`config.mk`:
```
export PLATFORM = sky130hd
export DESIGN_NAME = mem_req_initiator
export DESIGN_NICKNAME = d
export VERILOG_FILES = /design/src/rtl/mem_req_initiator_pkg.sv /design/src/rtl/mem_load_extend.sv /design/src/rtl/mem_req_initiator.sv
export SDC_FILE = /design/constraint.sdc
export NUM_CORES = 1
export LEC_CHECK = 0
export BUFFER_PORTS_ARGS = -buffer_cell sky130_fd_sc_hd__buf_2
export CORE_MARGIN = 2
export CORE_UTILIZATION = 47
export DETAILED_ROUTE_END_ITERATION = 6
export PLACE_DENSITY_LB_ADDON = 0.25
export SETUP_SLACK_MARGIN = 0.1
export SLEW_MARGIN = 10
export SYNTH_ARGS = -nofsm -noshare
export SYNTH_HDL_FRONTEND = slang
export SYNTH_SLANG_ARGS = --single-unit
```
`constraint.sdc`:
```
create_clock -name clk -period 2.66 [get_ports clk]
set_clock_uncertainty 0.15 [all_clocks]
set_input_delay 0.266 -clock clk [delete_from_list [all_inputs] [get_ports clk]]
set_output_delay 0.266 -clock clk [all_outputs]
set_load 0.1 [all_outputs]
```
`src/rtl/mem_req_initiator_pkg.sv`:
```
// Shared widths and encodings for the single-beat memory request/response interface.
// Count and code encodings are common to every initiator and responder on the bus.
package mem_req_initiator_pkg;

    localparam int ADDR_W      = 32;
    localparam int WORD_W      = 32;
    localparam int MEM_COUNT_W = 2;
    localparam int MEM_CODE_W  = 3;

    typedef enum logic [MEM_COUNT_W-1:0] {
        MEM_COUNT_NONE = 2'd0,
        MEM_COUNT_BYTE = 2'd1,
        MEM_COUNT_HALF = 2'd2,
        MEM_COUNT_WORD = 2'd3
    } mem_count_e;

    // TIMEOUT is produced only by initiators; responders never return it.
    typedef enum logic [MEM_CODE_W-1:0] {
        MEM_CODE_INVALID    = 3'd0,
        MEM_CODE_READ       = 3'd1,
        MEM_CODE_WRITE      = 3'd2,
        MEM_CODE_MISALIGNED = 3'd3,
        MEM_CODE_TIMEOUT    = 3'd4
    } mem_code_e;

endpackage

```
`src/rtl/mem_load_extend.sv`:
```
// Combinational load-data extension: selects the low byte/half/word of a
// right-aligned raw word and sign- or zero-extends it to a full word.
module mem_load_extend
    import mem_req_initiator_pkg::*;
(
    input  logic [MEM_COUNT_W-1:0] count_i,
    input  logic                   signed_i,
    input  logic [WORD_W-1:0]      data_i,
    output logic [WORD_W-1:0]      data_o
);

    // NOTE: every output of an always_comb gets a default before the case so no latch is inferred.
    always_comb begin
        data_o = data_i;
        case (count_i)
            MEM_COUNT_BYTE: data_o = {{(WORD_W-8){signed_i & data_i[7]}}, data_i[7:0]};
            MEM_COUNT_HALF: data_o = {{(WORD_W-16){signed_i & data_i[15]}}, data_i[15:0]};
            default:        data_o = data_i;
        endcase
    end

endmodule

```
`src/rtl/mem_req_initiator.sv`:
```
// Initiator side of the single-beat memory interface: accepts one load/store,
// issues a one-cycle request, waits (with timeout) and returns a done pulse.
module mem_req_initiator
    import mem_req_initiator_pkg::*;
#(
    parameter int TIMEOUT_CYCLES = 8,
    parameter int CNT_W          = 8
) (
    input  logic                   clk,
    input  logic                   aresetn,

    input  logic                   i_cmd_valid,
    output logic                   o_cmd_ready,
    input  logic [ADDR_W-1:0]      i_cmd_addr,
    input  logic [WORD_W-1:0]      i_cmd_wr_data,
    input  logic                   i_cmd_wr_en,
    input  logic [MEM_COUNT_W-1:0] i_cmd_count,
    input  logic                   i_cmd_signed,

    output logic [ADDR_W-1:0]      o_req_addr,
    output logic [WORD_W-1:0]      o_req_wr_data,
    output logic                   o_req_wr_en,
    output logic [MEM_COUNT_W-1:0] o_req_count,

    input  logic [WORD_W-1:0]      i_res_rd_data,
    input  logic [MEM_CODE_W-1:0]  i_res_code,

    output logic                   o_done,
    output logic [WORD_W-1:0]      o_rd_data,
    output logic [MEM_CODE_W-1:0]  o_code
);

    typedef enum logic [1:0] {
        IDLE = 2'd0,
        REQ  = 2'd1,
        WAIT = 2'd2,
        DONE = 2'd3
    } state_e;

    state_e                 state_q,       state_d;
    logic [ADDR_W-1:0]      req_addr_q,    req_addr_d;
    logic [WORD_W-1:0]      req_wr_data_q, req_wr_data_d;
    logic                   req_wr_en_q,   req_wr_en_d;
    logic [MEM_COUNT_W-1:0] req_count_q,   req_count_d;
    logic [MEM_COUNT_W-1:0] cmd_count_q,   cmd_count_d;
    logic                   cmd_signed_q,  cmd_signed_d;
    logic [CNT_W-1:0]       cnt_q,         cnt_d;
    logic                   done_q,        done_d;
    logic [WORD_W-1:0]      rd_data_q,     rd_data_d;
    logic [MEM_CODE_W-1:0]  code_q,        code_d;

    logic [WORD_W-1:0]      ext_data;

    // Size and signedness are kept apart from req_count_q, which drops to NONE after REQ.
    mem_load_extend u_load_extend (
        .count_i  (cmd_count_q),
        .signed_i (cmd_signed_q),
        .data_i   (i_res_rd_data),
        .data_o   (ext_data)
    );

    always_comb begin
        state_d       = state_q;
        req_addr_d    = req_addr_q;
        req_wr_data_d = req_wr_data_q;
        req_wr_en_d   = req_wr_en_q;
        req_count_d   = req_count_q;
        cmd_count_d   = cmd_count_q;
        cmd_signed_d  = cmd_signed_q;
        cnt_d         = cnt_q;
        done_d        = 1'b0;
        rd_data_d     = rd_data_q;
        code_d        = code_q;

        case (state_q)
            IDLE: begin
                if (i_cmd_valid && (i_cmd_count != MEM_COUNT_NONE)) begin
                    req_addr_d    = i_cmd_addr;
                    req_wr_data_d = i_cmd_wr_data;
                    req_wr_en_d   = i_cmd_wr_en;
                    req_count_d   = i_cmd_count;
                    cmd_count_d   = i_cmd_count;
                    cmd_signed_d  = i_cmd_signed;
                    state_d       = REQ;
                end
            end
            REQ: begin
                req_count_d = MEM_COUNT_NONE;
                state_d     = WAIT;
            end
            WAIT: begin
                if (i_res_code != MEM_CODE_INVALID) begin
                    code_d    = i_res_code;
                    rd_data_d = (i_res_code == MEM_CODE_READ) ? ext_data : '0;
                    done_d    = 1'b1;
                    state_d   = DONE;
                end else begin
                    cnt_d = cnt_q + CNT_W'(1);
                    if (cnt_d == CNT_W'(TIMEOUT_CYCLES)) begin
                        code_d    = MEM_CODE_TIMEOUT;
                        rd_data_d = '0;
                        done_d    = 1'b1;
                        state_d   = DONE;
                    end
                end
            end
            DONE: begin
                cnt_d   = '0;
                state_d = IDLE;
            end
            default: state_d = IDLE;
        endcase
    end

    // NOTE: sequential state uses non-blocking assignments so all registers update together.
    always_ff @(posedge clk) begin
        if (!aresetn) begin
            state_q       <= IDLE;
            req_addr_q    <= '0;
            req_wr_data_q <= '0;
            req_wr_en_q   <= 1'b0;
            req_count_q   <= MEM_COUNT_NONE;
            cmd_count_q   <= MEM_COUNT_NONE;
            cmd_signed_q  <= 1'b0;
            cnt_q         <= '0;
            done_q        <= 1'b0;
            rd_data_q     <= '0;
            code_q        <= MEM_CODE_INVALID;
        end else begin
            state_q       <= state_d;
            req_addr_q    <= req_addr_d;
            req_wr_data_q <= req_wr_data_d;
            req_wr_en_q   <= req_wr_en_d;
            req_count_q   <= req_count_d;
            cmd_count_q   <= cmd_count_d;
            cmd_signed_q  <= cmd_signed_d;
            cnt_q         <= cnt_d;
            done_q        <= done_d;
            rd_data_q     <= rd_data_d;
            code_q        <= code_d;
        end
    end

    assign o_cmd_ready   = (state_q == IDLE);
    assign o_req_addr    = req_addr_q;
    assign o_req_wr_data = req_wr_data_q;
    assign o_req_wr_en   = req_wr_en_q;
    assign o_req_count   = req_count_q;
    assign o_done        = done_q;
    assign o_rd_data     = rd_data_q;
    assign o_code        = code_q;

endmodule

```
==> results.py <==
metrics = {
    "synthesis": {
        "ys_types": 44,
        "netlist_area_um2": 4590,
        "synth_xor_area_share_pct": 0.191,
        "synth_compound_area_share_pct": 19.9,
        "synth_ff_type": "dfxtp_1",
        "synthCells": 539,
        "postSynthAreaPerCell_um2": 8.51,
        "ys_top_cells_by_area": "dfxtp_1 (51%), nand2_1 (13%), a21oi_1 (8.2%)",
        "synth_top_area_share_pct": 50.6,
        "synthTopCellsByCount": "nand2_1 (160), dfxtp_1 (116), a21oi_1 (75)",
        "synth_edf_count": 0,
        "ys_ff_latch": 116,
        "synth_mux_area_share_pct": 3.71,
        "synthArstFlopShare_pct": 0,
        "synth.most_common_cell": "nand2_1",
        "syn_nets": 653,
        "yosysTopAreaCell": "dfxtp_1",
        "yosys.area_share.simple_pct": 18.4,
        "synthAdderAreaFrac_pct": 2.18,
        "yosys_warnings": 0,
        "synth_top_family_by_area": "compound AO/OA/AOI/OAI gates",
        "ys_seq_area_share_pct": 50.6,
    },
    "timing": {
        "finalHoldViolCount": 0,
        "finalMaxSlewViolations": 0,
        "tightest_slew_ns": 1.04,
        "whs_ns": 0.204,
        "fmax_mhz": 422,
        "period_share_pct": 89.1,
        "setup_violations": 0,
        "maxSlewHeadroom_pct": 30.7,
        "fin_setup_tns_ns": 0,
        "rsz0062_at_grt": "false",
        "fin_crit_ns": 2.37,
    },
    "routing": {
        "route.vias.total": 5045,
        "final_antenna_net_count": 0,
        "wirelength_um": 14500,
        "first_pass_iters": 5,
        "drt_iter0_markers": 263,
        "drc": 0,
        "wl_per_cell_um": 14.7,
        "drt-vias-per-instance": 5.12,
    },
    "global_route": {
        "grt_max_degree": 47,
        "antenna_found_initial": 0,
        "grt.total_usage_pct": 25.8,
        "grt_pass1_vias": 4652,
        "grt_overflow": 0,
        "grt_pass1_wl_um": 21500,
    },
    "layout": {
        "nNetsFinal": 953,
        "drive_above_1_share_pct": 31.0,
        "final_util_pct": 76.0,
        "fill_cells": 699,
        "syn2layout_area_growth_pct": 59.8,
        "stdcell_count": 986,
    },
    "status": {
        "status": "finished, final reports clean",
    },
    "placed_design": {
        "dp.cells": 849,
        "globalplace.congestion": 0.851,
        "io_buffer_count": 209,
        "place_hpwl_um": 8560,
    },
    "critical_path": {
        "cp-start-kind": "flip-flop",
        "critPathCaptureType": "flip-flop",
        "cpMaxStageDelayCell": "dfxtp_1",
        "path_cells": "ha_2 > xnor2_1 > nand4_1 > a221oi_4 > o41ai_4 > buf_4 > a32o_1",
        "crit_fanout": 15,
        "rr_endpoint": "o_rd_data[8]",
        "r2r_slack_ns": 0.29,
        "max_stage_delay_ns": 0.45,
        "critPathArrivalTime_ns": 2.62,
        "cp.required_ns": 2.91,
        "crit_family": "compound AO/OA/AOI/OAI gates",
        "cp.buffers_inverters": 1,
        "critPathKind": "flip-flop to flip-flop",
        "timing.rr.start": "cnt_q[0]",
        "r2r_cells": 7,
    },
    "clock_network": {
        "cts_tree": "yes",
        "h-tree-depth": 4,
        "cts.clk_slew.worst_paths_ns": 0.06,
        "clkLatencyLatePin_ns": 0.51,
        "cts_root_buf": "clkbuf_8",
        "cts-buffers-inserted": 17,
        "cts_buffer_depth": 2,
        "clock_sinks": 116,
    },
    "power": {
        "power_frac_seq_pct": 29.7,
        "p_sw_share_pct": 45.0,
        "total_power_w": 0.00697,
        "p_comb_share_pct": 40.0,
        "power_frac_clock_pct": 30.3,
        "switching_power_w": 0.00314,
        "p_int_w": 0.00383,
        "power.density_nw_per_um2": 951,
        "cellLeakagePower_nw": 3.42,
        "ir_worst_vdd_mv": 0.570,
    },
    "hold_path": {
        "whs_endpoint": "o_rd_data[31]",
        "hp-start": "aresetn",
        "worstHoldPathCells": 5,
        "hp-class": "primary input to flip-flop",
    },
    "floorplan": {
        "start_util_pct": 47.6,
        "fp.dieH_um": 103,
        "die_area_um2": 10600,
        "coreArea_um2": 9640,
        "pin_count": 210,
        "die_w_um": 103,
        "rows": 36,
    },
    "job": {
        "max-cap-violations": 0,
    },
}
==> sequential cells by signal, summed over array words and instances, names as in the netlist <==
signal,flops
o_rd_data,32
o_req_addr,32
o_req_wr_data,32
cnt_q,8
o_code,3
cmd_count_q,2
o_req_count,2
state_q,2
cmd_signed_q,1
o_done,1
o_req_wr_en,1
==> cell type report <==
| cell class | instances | area, µm² | share of cell area, % |
|---|---|---|---|
| Tap cell | 133 | 166 | 2.27 |
| Inverter | 9 | 33.8 | 0.461 |
| Clock inverter | 14 | 131 | 1.79 |
| Sequential cell | 116 | 2320 | 31.7 |
| Timing Repair Buffer | 322 | 2180 | 29.7 |
| Clock buffer | 18 | 428 | 5.84 |
| Multi-Input combinational cell | 373 | 2070 | 28.2 |
| Antenna cell | 1 | 2.50 | 0.0342 |
==> layer usage <==
layer	wire [µm]	share of wire (%)	vias to the layer above	global-route usage (%)
li1	-	-	2446	-
met1	5560	38	2365	29.5
met2	7650	53	196	45.2
met3	910	6.3	38	6.37
met4	405	2.8	0	12.4
met5	0	0	-	0
==> power by group through the flow <==
| stage | clock network [W] | logic (W) | registers (W) |
|---|---|---|---|
| after floorplan | 0 | 0.000810 | 0.00345 |
| after global placement | 0 | 0.00260 | 0.00209 |
| after detailed placement | 0 | 0.00263 | 0.00210 |
| after CTS | 0.00212 | 0.00276 | 0.00207 |
| after global routing | 0.00221 | 0.00292 | 0.00209 |
| final | 0.00211 | 0.00279 | 0.00207 |
==> worst max-delay path by stage <==
stage | from | endpoint | slack [ns] | cells past startpoint
final | cnt_q[0] | o_rd_data[8] | 0.29 | 7
after detailed placement | cnt_q[0] | o_rd_data[28] | 0.08 | 7
after CTS | cnt_q[0] | o_rd_data[3] | 0.19 | 7
after global routing | cnt_q[0] | o_rd_data[11] | 0.16 | 7
after global placement | cnt_q[0] | o_rd_data[28] | 0.20 | 7
after floorplan | state_q[0] | o_req_wr_data[16] | 0.36 | 9
==> metrics by stage <==
stage          worst slack, ns  instance area (µm²)
2_1_floorplan            0.355                 4590
3_3_place_gp             0.202                 5710
3_5_place_dp            0.0788                 5710
4_1_cts                  0.188                 7310
5_1_grt                  0.158                 7320
6_report                 0.290                 7330
==> logic make-up (layout without fill, tap and decap cells) <==
logic type,after synthesis,in the layout
compound gates,145,145
xor+xnor,1,1
fa+ha+maj,8,8
buf+inv,50,363
flops,116,116
mux,17,17
other cells,0,1
simple gates,202,202
==> cells in the final DEF (no fill, tap or decap), drive strengths merged, types with 8 or more instances in the layout <==
cell type and count:
ha 8, a21o 9, buf 219, dlygate4sd3 103
nor2 15, clkbuf 18, mux2i 17, a21oi 75
a32o 16, nand2 160, dfxtp 116, o21ai 25
inv 11
==> tightest hold or removal path, stage by stage <==
cell and delay (ns):
buf_2 0.12, nand3b_1 0.13, nor3_2 0.14, o21ai_0 0.10, mux2i_1 0.07
==> timing repair <==
item | CTS | global route
hold buffers | 103 | 0
pin swaps | 1 | 0
gates resized for setup | 0 | 3
buffers inserted | 1 | 0
endpoints found under the setup margin | 8 | 17
endpoints found under the hold margin | 105 | 0
No activity file was read; power rests on OpenSTA's default activity.
